===== config.mk =====
export PLATFORM = sky130hd
export DESIGN_NAME = enemy_fire_scheduler_flat
export DESIGN_NICKNAME = d
export VERILOG_FILES = /design/src/rtl/enemy_fire_scheduler_pkg.sv /design/src/rtl/enemy_fire_scheduler_if.sv /design/src/rtl/enemy_fire_scheduler_rr_pick.sv /design/src/rtl/enemy_fire_scheduler.sv /design/src/flat_wrapper.sv
export SDC_FILE = /design/constraint.sdc
export NUM_CORES = 1
export LEC_CHECK = 0
export BUFFER_PORTS_ARGS = -buffer_cell sky130_fd_sc_hd__buf_2
export CAP_MARGIN = 20
export CORE_MARGIN = 1.5
export CORE_UTILIZATION = 48
export DETAILED_ROUTE_END_ITERATION = 10
export HOLD_SLACK_MARGIN = 0.15
export PLACE_DENSITY_LB_ADDON = 0.08
export SLEW_MARGIN = 20
export SYNTH_ARGS = -nofsm -noshare
export SYNTH_HDL_FRONTEND = slang
export SYNTH_HIERARCHICAL = 1
export SYNTH_SLANG_ARGS = --single-unit

===== constraint.sdc =====
create_clock -name CLOCK_50 -period 6.2 [get_ports CLOCK_50]
set_input_delay 1.24 -clock CLOCK_50 [delete_from_list [all_inputs] [get_ports CLOCK_50]]
set_output_delay 1.24 -clock CLOCK_50 [all_outputs]
set_load 0.005 [all_outputs]

===== src/rtl/enemy_fire_scheduler_pkg.sv =====
// Shared game constants for the enemy fire scheduler: enemy count, coordinate
// width, FSM state encodings and the 8-bit LFSR seed/taps.
package enemy_fire_scheduler_pkg;

   localparam int N_INIMIGOS = 5;
   localparam int COORD_W    = 10;
   localparam int IDX_W      = 3;

   localparam logic [1:0] ST_COOLDOWN = 2'd0;
   localparam logic [1:0] ST_SELECT   = 2'd1;
   localparam logic [1:0] ST_REQUEST  = 2'd2;

   // Taps 8,6,5,4 map to bits 7,5,4,3 of the shift register.
   localparam logic [7:0] LFSR_SEED = 8'h01;
   localparam logic [7:0] LFSR_TAPS = 8'hB8;

   function automatic logic [7:0] lfsr_next(input logic [7:0] s);
      return {s[6:0], ^(s & LFSR_TAPS)};
   endfunction

endpackage


===== src/rtl/enemy_fire_scheduler_if.sv =====
// Shot request handshake between the scheduler and the entities datapath,
// together with the per-enemy eligibility vectors the datapath publishes.
interface enemy_fire_scheduler_if #(
   parameter int N = 5
);
   logic         fire_req;
   logic         fire_ack;
   logic [2:0]   fire_idx;
   logic [N-1:0] inimigo_vivo;
   logic [N-1:0] slot_livre;

   modport master (
      output fire_req,
      output fire_idx,
      input  fire_ack,
      input  inimigo_vivo,
      input  slot_livre
   );

   modport slave (
      input  fire_req,
      input  fire_idx,
      output fire_ack,
      output inimigo_vivo,
      output slot_livre
   );
endinterface


===== src/rtl/enemy_fire_scheduler_rr_pick.sv =====
// Combinational round-robin search: first set bit of mask at or above ptr,
// wrapping from N-1 back to 0.
module rr_pick #(
   parameter int N = 5
) (
   input  logic [N-1:0] mask,
   input  logic [2:0]   ptr,
   output logic         valid,
   output logic [2:0]   idx
);

   function automatic logic [2:0] wrap_add(input logic [2:0] p, input int k);
      int j;
      j = int'(p) + k;
      if (j >= N) j = j - N;
      return 3'(j);
   endfunction

   // NOTE: every output gets a default before the loop so no latch is inferred.
   always_comb begin
      valid = 1'b0;
      idx   = '0;
      // Walk offsets from farthest to nearest so the nearest hit is written last.
      for (int k = N - 1; k >= 0; k--) begin
         if (mask[wrap_add(ptr, k)]) begin
            valid = 1'b1;
            idx   = wrap_add(ptr, k);
         end
      end
   end

endmodule


===== src/rtl/enemy_fire_scheduler.sv =====
// Enemy fire scheduler: randomised per-frame cooldown, round-robin choice of an
// eligible enemy, then a held request until the datapath acknowledges it.
module enemy_fire_scheduler #(
   parameter int N_INIMIGOS    = enemy_fire_scheduler_pkg::N_INIMIGOS,
   parameter int COOLDOWN_BASE = 30,
   parameter int JITTER_BITS   = 4
) (
   input  logic                   CLOCK_50,
   input  logic                   reset,
   input  logic                   frame_tick,
   input  logic                   pausa,
   enemy_fire_scheduler_if.master fire,
   output logic                   cooldown_ativo
);
   import enemy_fire_scheduler_pkg::*;

   localparam int CNT_W = $clog2(COOLDOWN_BASE + 2**JITTER_BITS);

   logic [1:0]       state;
   logic [CNT_W-1:0] cnt;
   logic [CNT_W-1:0] cnt_load;
   logic [2:0]       rr_ptr;
   logic [2:0]       fire_idx_q;
   logic [7:0]       lfsr;

   logic [N_INIMIGOS-1:0] eligible;
   logic                  pick_valid;
   logic [2:0]            pick_idx;
   logic                  idx_ok;

   assign eligible = fire.inimigo_vivo & fire.slot_livre;
   assign idx_ok   = fire.inimigo_vivo[fire_idx_q] && fire.slot_livre[fire_idx_q];
   assign cnt_load = CNT_W'(COOLDOWN_BASE) + CNT_W'(lfsr[JITTER_BITS-1:0]);

   rr_pick #(.N(N_INIMIGOS)) u_rr_pick (
      .mask  (eligible),
      .ptr   (rr_ptr),
      .valid (pick_valid),
      .idx   (pick_idx)
   );

   // NOTE: registered state uses non-blocking assignments so every branch sees pre-edge values.
   always_ff @(posedge CLOCK_50 or negedge reset) begin
      if (!reset) begin
         state      <= ST_COOLDOWN;
         cnt        <= CNT_W'(COOLDOWN_BASE);
         rr_ptr     <= '0;
         fire_idx_q <= '0;
         lfsr       <= LFSR_SEED;
      end else if (!pausa) begin
         if (frame_tick) lfsr <= lfsr_next(lfsr);
         case (state)
            ST_COOLDOWN: begin
               if (cnt == '0)      state <= ST_SELECT;
               else if (frame_tick) cnt  <= cnt - 1'b1;
            end
            ST_SELECT: begin
               if (pick_valid) begin
                  fire_idx_q <= pick_idx;
                  rr_ptr     <= (pick_idx == 3'(N_INIMIGOS - 1)) ? 3'd0 : pick_idx + 3'd1;
                  state      <= ST_REQUEST;
               end
            end
            ST_REQUEST: begin
               // An ack in the same cycle as the target going ineligible still grants.
               if (fire.fire_ack) begin
                  state <= ST_COOLDOWN;
                  cnt   <= cnt_load;
               end else if (!idx_ok) begin
                  state <= ST_SELECT;
               end
            end
            default: state <= ST_COOLDOWN;
         endcase
      end
   end

   assign fire.fire_req  = (state == ST_REQUEST);
   assign fire.fire_idx  = fire_idx_q;
   assign cooldown_ativo = (state == ST_COOLDOWN);

endmodule


===== src/flat_wrapper.sv =====
// flat-port wrapper written by rule: the top's interface ports become plain ports
module enemy_fire_scheduler_flat import enemy_fire_scheduler_pkg::*;
#(
   parameter int N_INIMIGOS    = enemy_fire_scheduler_pkg::N_INIMIGOS,
   parameter int COOLDOWN_BASE = 30,
   parameter int JITTER_BITS   = 4
)
  (CLOCK_50, reset, frame_tick, pausa, cooldown_ativo, fire_fire_req, fire_fire_idx, fire_fire_ack, fire_inimigo_vivo, fire_slot_livre);
  enemy_fire_scheduler_if #(.N(5)) fire_i ();
  input  logic CLOCK_50;
  input  logic reset;
  input  logic frame_tick;
  input  logic pausa;
  output logic cooldown_ativo;
  output wire logic [$bits(fire_i.fire_req)-1:0] fire_fire_req;
  output wire logic [$bits(fire_i.fire_idx)-1:0] fire_fire_idx;
  input wire logic [$bits(fire_i.fire_ack)-1:0] fire_fire_ack;
  input wire logic [$bits(fire_i.inimigo_vivo)-1:0] fire_inimigo_vivo;
  input wire logic [$bits(fire_i.slot_livre)-1:0] fire_slot_livre;
  assign fire_fire_req = fire_i.fire_req;
  assign fire_fire_idx = fire_i.fire_idx;
  assign fire_i.fire_ack = fire_fire_ack;
  assign fire_i.inimigo_vivo = fire_inimigo_vivo;
  assign fire_i.slot_livre = fire_slot_livre;
  enemy_fire_scheduler #(.N_INIMIGOS(N_INIMIGOS), .COOLDOWN_BASE(COOLDOWN_BASE), .JITTER_BITS(JITTER_BITS)) u_core (.CLOCK_50(CLOCK_50), .reset(reset), .frame_tick(frame_tick), .pausa(pausa), .fire(fire_i), .cooldown_ativo(cooldown_ativo));
endmodule

# Word-level counts from Yosys, hierarchy flattened
# Cells that the tools add are included.
[totals]
register_bits = 22
inputBits = 15
[classes]
addsub = 12
order_cmp = 11
eq_ne = 9
n_mux = 39
n_bitwise = 2
reduce_logical = 9
[ops]
columns = ["cell", "count"]
rows = [
  ["two-way mux 3 bit", 11],
  ["< comparator 3 x 4 -> 1 bit, second input constant", 6],
  ["binary-select mux 1 bit (select 3 bit)", 7],
  ["two-way mux 6 bit", 3],
  ["greater-or-equal comparator 4 x 3 -> 1 bit, second input constant", 4],
  ["subtractor 3 bit, second input constant", 5],
  ["two-way mux 1 bit", 12],
  ["one-hot mux 6 bit (2 select lines)", 1],
  ["adder 3 x 2 -> 4 bit, second input constant", 2],
  ["two-way mux 2 bit", 4],
  ["XOR reduction 8 bit", 1],
  ["adder 5 x 4 -> 6 bit, first input constant", 1],
  ["zero test 6 bit", 1],
  ["!= test 2 x 1 -> 1 bit, second input constant", 3],
  ["one-hot mux 2 bit (3 select lines)", 1],
  ["subtractor 6 x 1 -> 6 bit, second input constant", 1],
  ["bitwise AND 5 bit", 1],
  ["AND reduction 5 bit", 1],
  ["adder 3 x 1 -> 4 bit, second input constant", 1],
  ["adder 3 x 3 -> 4 bit, second input constant", 1],
  ["!= test 2 bit, second input constant", 2],
  ["AND reduction 4 bit", 1],
  ["adder 3 x 1 -> 3 bit, second input constant", 1],
  ["equality test 3 bit, second input constant", 1],
  ["10 further kinds", 10],
]

# Depth between registers and ports, before layout
# Gate-level depths: netlist of run 1.
[logic_depth]
depth_word = 12
depth_mapped = 18
ltp_nobuf = 16

# Modules after synthesis
# Netlist of run 1, hierarchy kept.
[modules_own_cells]
columns = ["module", "instances", "cells_per_inst", "area_each_um2"]
rows = [
  ["enemy_fire_scheduler", 1, 125, 1276.2],
  ["rr_pick", 1, 160, 1202.4],
]

# Worst setup path before layout of run 1
# OpenSTA, ideal clock, no wires.
[synth_timing]
path_kind = "flip-flop to flip-flop"
start = "reg u_core.rr_ptr[0]"
end = "reg u_core.rr_ptr[1]"
setup_ns = 0.125
t_arrival_ns = 3.403
slack_ns = 2.672
stages_incl_launch_ff = 16
path_buffers = 2
period_less_slack_ns = 3.528
cell_sequence = "dfrtp_1 buf_6 inv_2 buf_2 ha_1 ha_1 nor2b_1 a22o_1 or3b_1 a211oi_2 o32a_1 mux2i_1 a221o_1 inv_1 ha_1 mux2_2"
[synth_via]
elab_chain_len = 12
[synth_rtl]
columns = ["item", "line", "text"]
rows = [
  ["from (decl)", "enemy_fire_scheduler.sv:22", "logic [2:0] rr_ptr;"],
  ["from (signal assigned)", "enemy_fire_scheduler.sv:60", "rr_ptr <= (pick_idx == 3'(N_INIMIGOS - 1)) ? 3'd0 : pick_idx + 3'd1;"],
  ["adder 3 x 3 -> 4 bit", "enemy_fire_scheduler_rr_pick.sv:14", "j = int'(p) + k;"],
  ["greater-or-equal comparator 4 x 3 -> 1 bit / subtractor 3 bit (equally long branches)", "enemy_fire_scheduler_rr_pick.sv:15", "if (j >= N) j = j - N;"],
  ["two-way mux 3 bit", "enemy_fire_scheduler_rr_pick.sv:15", ""],
  ["binary-select mux 1 bit (select 3 bit)", "enemy_fire_scheduler_rr_pick.sv:25", "if (mask[wrap_add(ptr, k)]) begin"],
  ["two-way mux 1 bit (implied by the code)", "enemy_fire_scheduler_rr_pick.sv:25", ""],
  ["two-way mux 3 bit (4 in series)", "enemy_fire_scheduler_rr_pick.sv:25", ""],
  ["two-way mux 3 bit (*)", "enemy_fire_scheduler_rr_pick.sv:25", ""],
  ["net u_core.pick_idx[1]", "enemy_fire_scheduler.sv:28", "logic [2:0] pick_idx;"],
  ["adder 3 x 1 -> 3 bit / equality test 3 bit (equally long branches)", "enemy_fire_scheduler.sv:60", ""],
  ["two-way mux 3 bit (*)", "enemy_fire_scheduler.sv:60", ""],
]
# The timed path passes the listed nets; every way through them passes the cells marked *. The select of a mux whose other input is x is not followed.
# A chain may end at the register's enable or synchronous reset.

# Worst setup path after layout of run 1
[layout_timing]
start = "reg u_core.rr_ptr[1]"
end = "reg u_core.rr_ptr[0]"
[layout_via]
elab_chain_len = 12
[layout_rtl]
columns = ["item", "line"]
rows = [
  ["adder 3 x 3 -> 4 bit", "enemy_fire_scheduler_rr_pick.sv:14"],
  ["greater-or-equal comparator 4 x 3 -> 1 bit / subtractor 3 bit (equally long branches)", "enemy_fire_scheduler_rr_pick.sv:15"],
  ["two-way mux 3 bit", "enemy_fire_scheduler_rr_pick.sv:15"],
  ["binary-select mux 1 bit (select 3 bit)", "enemy_fire_scheduler_rr_pick.sv:25"],
  ["two-way mux 1 bit (implied by the code)", "enemy_fire_scheduler_rr_pick.sv:25"],
  ["two-way mux 3 bit (4 in series)", "enemy_fire_scheduler_rr_pick.sv:25"],
  ["two-way mux 3 bit (*)", "enemy_fire_scheduler_rr_pick.sv:25"],
  ["net u_core.pick_idx[1]", "enemy_fire_scheduler.sv:28"],
  ["equality test 3 bit (*)", "enemy_fire_scheduler.sv:60"],
  ["two-way mux 3 bit (*)", "enemy_fire_scheduler.sv:60"],
]
# Marks and branches as above.

==> metrics, run 1 <==
outcome=completed; Final Net Count=328; PortBufs=19; die height=74.86 um; Area Growth Syn to Fin=5.906%; startpoint types=register; Synth area leader=dfrtp_1; Final Hold Vio Count=0; hold path start=u_core/lfsr[6]; CTS tree=done; vias in the first global route=1828; hold path cells=1; Synth cell types=75; setup TNS=0 ps; Slew headroom=0.5538; Vias/cell=6.022; cts repair resizes=0; CP required=6350 ps; Main synth FF type=dfrtp_1; max-slew violation count=0; I/O pin total=20; Worst Hold Class=register to register; CTS root buf=clkbuf_8; Post-route DRC=0; register area share after synthesis=0.2246; Post-Syn Nets=316; Reg2Reg Depth=14; Setup Skew=6.899 ps; Iter 0 DRT Violations=183; Reg-to-Reg Start=u_core/rr_ptr[1]; Post-synth EDFFs=0; grt ovf=0; Synth area leaders=dfrtp_1 17%, ha_1 7.6%, dfstp_2 5.3%; Initial Utilization=0.5112; top cell type's share of synthesized area=0.1716; cts hold-fix bufs=0; YS warnings=6; crit path capture type=register; drt first pass iters=6; reg2reg end=u_core/rr_ptr[0]; Core Region=4848 um^2; Worst-path clk slew=80 ps; share of cells above drive strength 1=0.1892; CP max FO=11; Final Setup Violations=0; critical path class=register to register; Die Wd=74.86 um; first-pass GRT wire length=9.301 mm; clk buf depth=2; #FFs+latches synth=22; fin crit period=3799 ps; detailed placer's ending HPWL=4.209 mm; R2R setup slack=2400 ps; max cap viols=0; worst path arrival time=3950 ps; overall routing resource usage=0.2141; row cnt=25; Final Cycle Share=0.6128; wire length per cell=15.74 um; pin count of the biggest net entering global routing=32; Final ANT Viol Nets=0; Post-CTS Setup Bufs=0; Sink Count=22; post-synthesis area per instance=8.697 um^2; Syn Std Cell Area=2479 um^2; Final Wtd Congestion=0.8915; htree depth=1; routed vias=2186; Clock Latency Late Sink=260 ps; fmax=0.2632 GHz; die area=5604 um^2; TritonCTS buffer count=3; final WL=5.715 mm; Syn Inst Count=285; initial antenna violation count=0; antenna cells=0; RSZ-0062 raised after global routing=false; worst hold endpoint=u_core/lfsr[6]; actual slew at the worst max-slew pin=669.3 ps; ys async rst share=1.000
[worst max-delay path by stage]
stage	endpoint	start	depth (start not counted)	slack [ps]
after global placement	u_core/rr_ptr[0]	u_core/rr_ptr[2]	13	2490
after CTS	u_core/rr_ptr[0]	u_core/rr_ptr[1]	14	2400
final	u_core/rr_ptr[0]	u_core/rr_ptr[1]	14	2400
after global routing	u_core/rr_ptr[2]	u_core/rr_ptr[1]	15	2180
after floorplan	u_core/rr_ptr[1]	u_core/rr_ptr[0]	15	2670
after detailed placement	u_core/rr_ptr[1]	fire_slot_livre[3]	12	2420
[registers in the layout, summed over array words and instances (netlist names)]
register,cells
u_core/rr_ptr,3
u_core/cnt,6
u_core/lfsr,8
u_core/fire.fire_idx,3
u_core/state,2
[worst max-delay path: stages (launching register included)]
cell	delay, ps
dfrtp_1	620
inv_1	200
ha_1	260
ha_1	400
nor2b_1	170
a22o_1	230
or3b_1	370
a211oi_2	250
o32a_1	210
mux2i_1	70
a221o_1	360
inv_1	70
ha_1	150
a21oi_1	60
mux2_2	270
[cell type report]
type	instances	area, um^2
fillers	444	2223
inverters	18	67.56
clock buffers	4	45.04
multi-input cells	232	1769
flip-flops and latches	22	556.8
well taps	67	83.83
repair buffers	20	102.6
[synthesized netlist by cell type (3+ instances only)]
cell,count
nor2b_1,11
nor3b_1,3
xnor2_1,7
nor2_1,18
inv_1,17
a211oi_1,5
mux2i_1,6
or3_1,3
a21oi_1,9
dfstp_2,5
clkbuf_1,3
buf_2,5
and3_1,4
a31oi_1,3
o21ai_0,18
ha_1,15
nor3_1,6
buf_6,4
a22o_1,5
nand2b_1,8
nand2_1,20
o211ai_1,8
dfrtp_1,17
o21ai_1,3
and2_1,6
nand3_1,6
o22ai_1,3
mux2_2,11
[kinds of logic after synthesis]
group | count (synthesis) | synth area share
flip-flops | 22 | 0.2246
XOR/XNOR | 8 | 0.03130
multiplexers | 19 | 0.09389
adder cells (fa/ha/maj) | 16 | 0.08380
AO/OA/AOI/OAI | 87 | 0.2751
AND/OR/NAND/NOR | 102 | 0.2297
buffers and inverters | 31 | 0.06158
[metal layers]
layer	GRT usage	up-vias	part of all wire
met2	0.3048	69	0.42
met3	0.03481	6	0.054
met4	0.01212	0	0.0059
met1	0.3514	1027	0.52
li1	-	1084	-
met5	0	-	0
[per-stage QoR]
stage / utilization / instances / cell area, um^2 / worst slack, ps / hold WS, ps
2_1_floorplan: - / 285 / 2479 / 2672 / 463.2
3_3_place_gp: 0.5321 / 359 / 2580 / 2486 / 481.7
3_5_place_dp: 0.5321 / 359 / 2580 / 2421 / 494.3
4_1_cts: 0.5414 / 363 / 2625 / 2401 / 510.9
5_1_grt: 0.5414 / 363 / 2625 / 2179 / 534.2
6_report: 0.5414 / 363 / 2625 / 2401 / 509.0
[cells in the final DEF (no fill, tap or decap), drive strengths merged, types with 7 or more instances in the layout]
cell type   n
xnor2       7
buf        20
inv        18
nand2      20
ha         15
nor2b      11
dfrtp      17
a21oi      11
o21ai      21
mux2       11
o211ai      8
nor2       18
nand2b      9
Power of run 1 is not shown: default switching activity piles up to over one toggle a cycle in this logic, so the estimate is an artifact.
==> run 2, diff against run 1 <==
==> constraint.sdc (replaced) <==
create_clock -name CLOCK_50 -period 3.66 [get_ports CLOCK_50]
set_input_delay 0.732 -clock CLOCK_50 [delete_from_list [all_inputs] [get_ports CLOCK_50]]
set_output_delay 0.732 -clock CLOCK_50 [all_outputs]
set_load 0.005 [all_outputs]
==> run 2 against run 1 <==
Net effect: critical endpoint unchanged; highest routed layer is now met3; non-clock buffer count up 12; sequential share of layout area down 0.98 points; register-to-register slack worse by 2200 ps; die area unchanged; via count up 2.9%; global-route usage up 0.83 points; largest cell class unchanged; count of clock-buffer cells in the layout down 1; flip-flop and latch count unchanged; setup slack worse by 2200 ps.
==> metrics, run 2 (synthesis gave the netlist of run 1 again) <==
cts repair resizes=0; antenna cells=0; Worst VDD drop=0.5537 mV; detailed placer's ending HPWL=4.557 mm; worst setup margin=249.5 ps; wire length per cell=15.93 um; Post-CTS Setup Bufs=0; CTS root buf=clkbuf_8; most common cell after layout, fill and taps aside=nand2_1; pre-CTS setup slack=246.7 ps; Die Wd=74.86 um; Final ANT Viol Nets=0; Iter 0 DRT Violations=200; I/O pin total=20; Critical Path Max Stage Delay=390 ps; Core Region=4848 um^2; crit-path leading delay family=compound AO/OA/AOI/OAI gates; cells along the critical path=inv_1 -> ha_1 -> ha_1 -> buf_4 -> a2111oi_2 -> o21ai_0 -> a211oi_2 -> o32a_1 -> mux2i_1 -> a221o_1 -> inv_1 -> ha_1 -> a21oi_1 -> mux2_2; CP required=3820 ps; die height=74.86 um; actual slew at the worst max-slew pin=560.0 ps; Worst Hold Class=input pin to asynchronous set/reset pin; startpoint types=register; Final Wtd Congestion=0.8975; Initial Utilization=0.5112; row cnt=25; Worst-path clk slew=80 ps; RSZ-0062 raised after global routing=false; Final Hold Vio Count=0; first-pass GRT wire length=9.632 mm; PortBufs=19; max cap viols=0; Final Net Count=340; Sink Count=22; Setup Skew=5.125 ps; Area Growth Syn to Fin=11.06%; routed vias=2249; initial antenna violation count=0; die area=5604 um^2; Reg-to-Reg Start=u_core/rr_ptr[1]; power per cell area=1111 nW/um^2; drt first pass iters=6; Min Hold Slack=418.5 ps; Buf+Inv Stages, Crit Path=3; TritonCTS buffer count=3; Largest Register=u_core/lfsr; share of cells above drive strength 1=0.2370; max-slew violation count=0; worst path arrival time=3570 ps; Crit path top cell by count=ha_1; fin crit period=3411 ps; fin util=0.5677; crit path launch=u_core/rr_ptr[1]; leakage=0.001183 uW; Final Cycle Share=0.9318; final WL=5.974 mm; CP max stage cell=ha_1; setup TNS=0 ps; cts hold-fix bufs=0; CTS tree=done; pin count of the biggest net entering global routing=32; Slew headroom=0.6260; most frequent cells in the layout=20 x nand2_1, 19 x buf_2, 18 x o21ai_0, 18 x nor2_1; Final Setup Violations=0; Vias/cell=5.997; outcome=completed; clk buf depth=2; grt ovf=0; crit path capture type=register; overall routing resource usage=0.2224; vias in the first global route=1968; critical path class=register to register; fmax=0.2932 GHz; Largest regs=u_core/lfsr: 8 flops, u_core/cnt: 6 flops; Clock Latency Late Sink=270 ps; Post-route DRC=0; CP max FO=6; max reg flops=8; htree depth=1
-- run 2: worst reg2reg max path: cells and delay by family (launching register included) --
kind	cells	cell delay (ps)
fa+ha+maj	3	760
mux	2	360
flops	1	360
buf+inv	3	310
compound gates	6	1500
-- run 2: final timing paths --
path                               endpoint  slack (ps)  depth (start not counted)
max                        u_core/rr_ptr[0]         250                         14
min reg2reg                  u_core/lfsr[7]         510                          1
min                        u_core/rr_ptr[0]         420                          1
min in group CLOCK_50        u_core/lfsr[7]         510                          1
max reg2reg                u_core/rr_ptr[0]         250                         14
max in group asynchronous     u_core/cnt[3]        2880                          1
-- run 2: power by group --
| part | switching (uW) | leakage [uW] | total (uW) | internal, uW |
|---|---|---|---|---|
| clock network | 82.1 | 0.0000357 | 228 | 146 |
| logic | 1320 | 0.000878 | 2360 | 1040 |
| registers | 102 | 0.000269 | 473 | 371 |
| total | 1500 | 0.00118 | 3060 | 1550 |
-- run 2: routing by layer --
metal	wire length (um)	vias up	global-route usage
met1	3061	1060	0.3548
met4	0	0	0.02222
met2	2509	85	0.3265
met3	402	0	0.03347
li1	-	1104	-
met5	0	-	0
-- run 2: metrics by stage --
step / cell area, um^2 / instances / power (uW)
5_1_grt: 2753 / 375 / 3326
4_1_cts: 2741 / 375 / 3011
3_5_place_dp: 2670 / 371 / 2761
6_report: 2753 / 375 / 3058
2_1_floorplan: 2479 / 285 / 2257
3_3_place_gp: 2670 / 371 / 2759
-- run 2: cell type report --
type,instances,area (um^2)
clock inverters,1,30.03
multi-input cells,232,1780
well taps,67,83.83
fillers,446,2096
clock buffers,3,41.29
inverters,18,67.56
repair buffers,32,192.7
flip-flops and latches,22,556.8
Power figures use the tool's default switching activity.
==> run 3, diff against run 2 <==
--- a/config.mk
+++ b/config.mk
@@ -8,7 +8,7 @@
 export BUFFER_PORTS_ARGS = -buffer_cell sky130_fd_sc_hd__buf_2
 export CAP_MARGIN = 20
 export CORE_MARGIN = 1.5
-export CORE_UTILIZATION = 48
+export CORE_UTILIZATION = 38
 export DETAILED_ROUTE_END_ITERATION = 10
 export HOLD_SLACK_MARGIN = 0.15
 export PLACE_DENSITY_LB_ADDON = 0.08
==> run 3 against run 2 <==
Net effect: power about the same; global-route usage decreased by 3.8 points; critical path depth unchanged; die area increased by 25%; combinational power about the same.
==> metrics, run 3 (synthesis gave the netlist of run 1 again) <==
outcome=completed; Final Net Count=342; Core Region=6314 um^2; cts hold-fix bufs=0; register area=556.8 um^2; Area Growth Syn to Fin=11.86%; TritonCTS buffer count=3; CP max FO=10; met2 Usage GRT=0.3189; Final Wtd Congestion=0.8918; routed vias=2175; Slew headroom=0.6319; Final Hold Vio Count=0; GR peak layer=met2; worst setup margin=255.8 ps; clock power share=0.075; Filler cells=635; overall routing resource usage=0.1846; Die Wd=83.77 um; crit path capture type=register; detailed placer's ending HPWL=4.852 mm; Largest regs=u_core/lfsr: 8 flops, u_core/cnt: 6 flops; setup TNS=0 ps; global-route met1 utilization=0.2395; htree depth=1; R2R setup slack=260 ps; switching power=1501 uW; pin count of the biggest net entering global routing=23; Switching Fraction=0.4910; area of the multi-input gates=1773 um^2; startpoint types=register; most frequent cells in the layout=20 x nand2_1, 19 x buf_2, 18 x o21ai_0, 18 x nor2_1; leakage=0.001193 uW; Reg-to-Reg Start=u_core/rr_ptr[1]; power per cell area=1103 nW/um^2; Worst-path clk slew=80 ps; worst path arrival time=3560 ps; Vias/cell=5.620; antenna cells=0; final WL=6.310 mm; fmax=0.2938 GHz; wire length per cell=16.30 um; vias in the first global route=2158; CTS root buf=clkbuf_8; Clock Latency Late Sink=260 ps; drt first pass iters=4; PortBufs=19; Final Cycle Share=0.9301; Worst VDD drop=0.4930 mV; reg2reg end=u_core/rr_ptr[0]; Sink Count=22; Pint=1556 uW; I/O pin total=20; RSZ-0062 raised after global routing=false; Iter 0 DRT Violations=104; row cnt=29; critical path class=register to register; fin crit period=3404 ps; grt ovf=0; max cap viols=0; max-slew violation count=0; CTS tree=done; actual slew at the worst max-slew pin=552.2 ps; Worst Hold Class=input pin to asynchronous set/reset pin; die height=83.77 um; pre-CTS setup slack=251.0 ps; Setup Skew=1.972 ps; Reg2Reg Depth=14; Initial Utilization=0.3926; first-pass GRT wire length=10.49 mm; met3 GRT Util=0.02671; Largest Register=u_core/lfsr; Final ANT Viol Nets=0; max reg flops=8; share of cells above drive strength 1=0.2323; Seq pwr share=0.154; clk buf depth=2; most common cell after layout, fill and taps aside=nand2_1; Final Setup Violations=0; CP required=3810 ps; Combinational Power Share=0.771; Post-route DRC=0; initial antenna violation count=0; die area=7017 um^2
[run 3: cell count changes in the layout (fill, tap and decap cells not counted), sizes merged]
cell,before,now
buf,32,34
[run 3: cell type report]
class	count	area share
repair buffers	34	0.07491
flip-flops and latches	22	0.2008
multi-input cells	232	0.6394
clock buffers	3	0.01489
well taps	77	0.03475
inverters	18	0.02437
clock inverters	1	0.01083
[run 3: worst max path at each step]
stage / from / end / slack [ps] / cells after the start
3_3_place_gp: u_core/rr_ptr[1] / u_core/rr_ptr[1] / 220 / 14
4_1_cts: u_core/rr_ptr[1] / u_core/rr_ptr[1] / 230 / 14
2_1_floorplan: u_core/rr_ptr[0] / u_core/rr_ptr[1] / 130 / 15
5_1_grt: u_core/rr_ptr[1] / u_core/rr_ptr[0] / 10 / 14
3_5_place_dp: u_core/rr_ptr[1] / u_core/rr_ptr[1] / 250 / 14
6_report: u_core/rr_ptr[1] / u_core/rr_ptr[0] / 260 / 14
[run 3: metrics by stage]
step	cells	hold WS (ps)	power, uW	area, um^2	util
finish	387	428.9	3057	2773	0.4392
global placement	383	488.4	2815	2698	0.4273
global route	387	472.1	3343	2773	0.4392
CTS	387	445.0	3046	2769	0.4386
floorplan	285	436.4	2257	2479	-
detailed placement	383	494.9	2791	2698	0.4273
[run 3: routing by layer]
layer | vias up | part of all wire
met1 | 1032 | 0.49
met3 | 10 | 0.013
li1 | 1110 | -
met5 | - | 0
met4 | 0 | 0.019
met2 | 23 | 0.48
[run 3: critical path: stages, from the launching register on]
cell and delay [ps]:
dfrtp_1 350, buf_4 200, ha_1 240, inv_1 80
fa_1 450, nor2b_1 270, a21oi_1 110, nor3_1 270
and2b_1 270, mux2i_1 130, a221o_1 360, inv_1 70
ha_1 150, a21oi_1 60, mux2_2 270
[run 3: power groups by stage]
stage | Combinational (uW) | Sequential (uW) | Clock (uW)
after global routing | 2610 | 492 | 245
after floorplan | 1790 | 471 | 0
after CTS | 2330 | 473 | 240
final | 2360 | 472 | 228
after detailed placement | 2320 | 476 | 0
after global placement | 2340 | 479 | 0
[run 3: timing repair]
item / CTS / global route
resized for setup: 0 / 1
setup buffers: 0 / 0
setup endpoints to repair: 0 / 1
endpoints found under the hold margin: 0 / 0
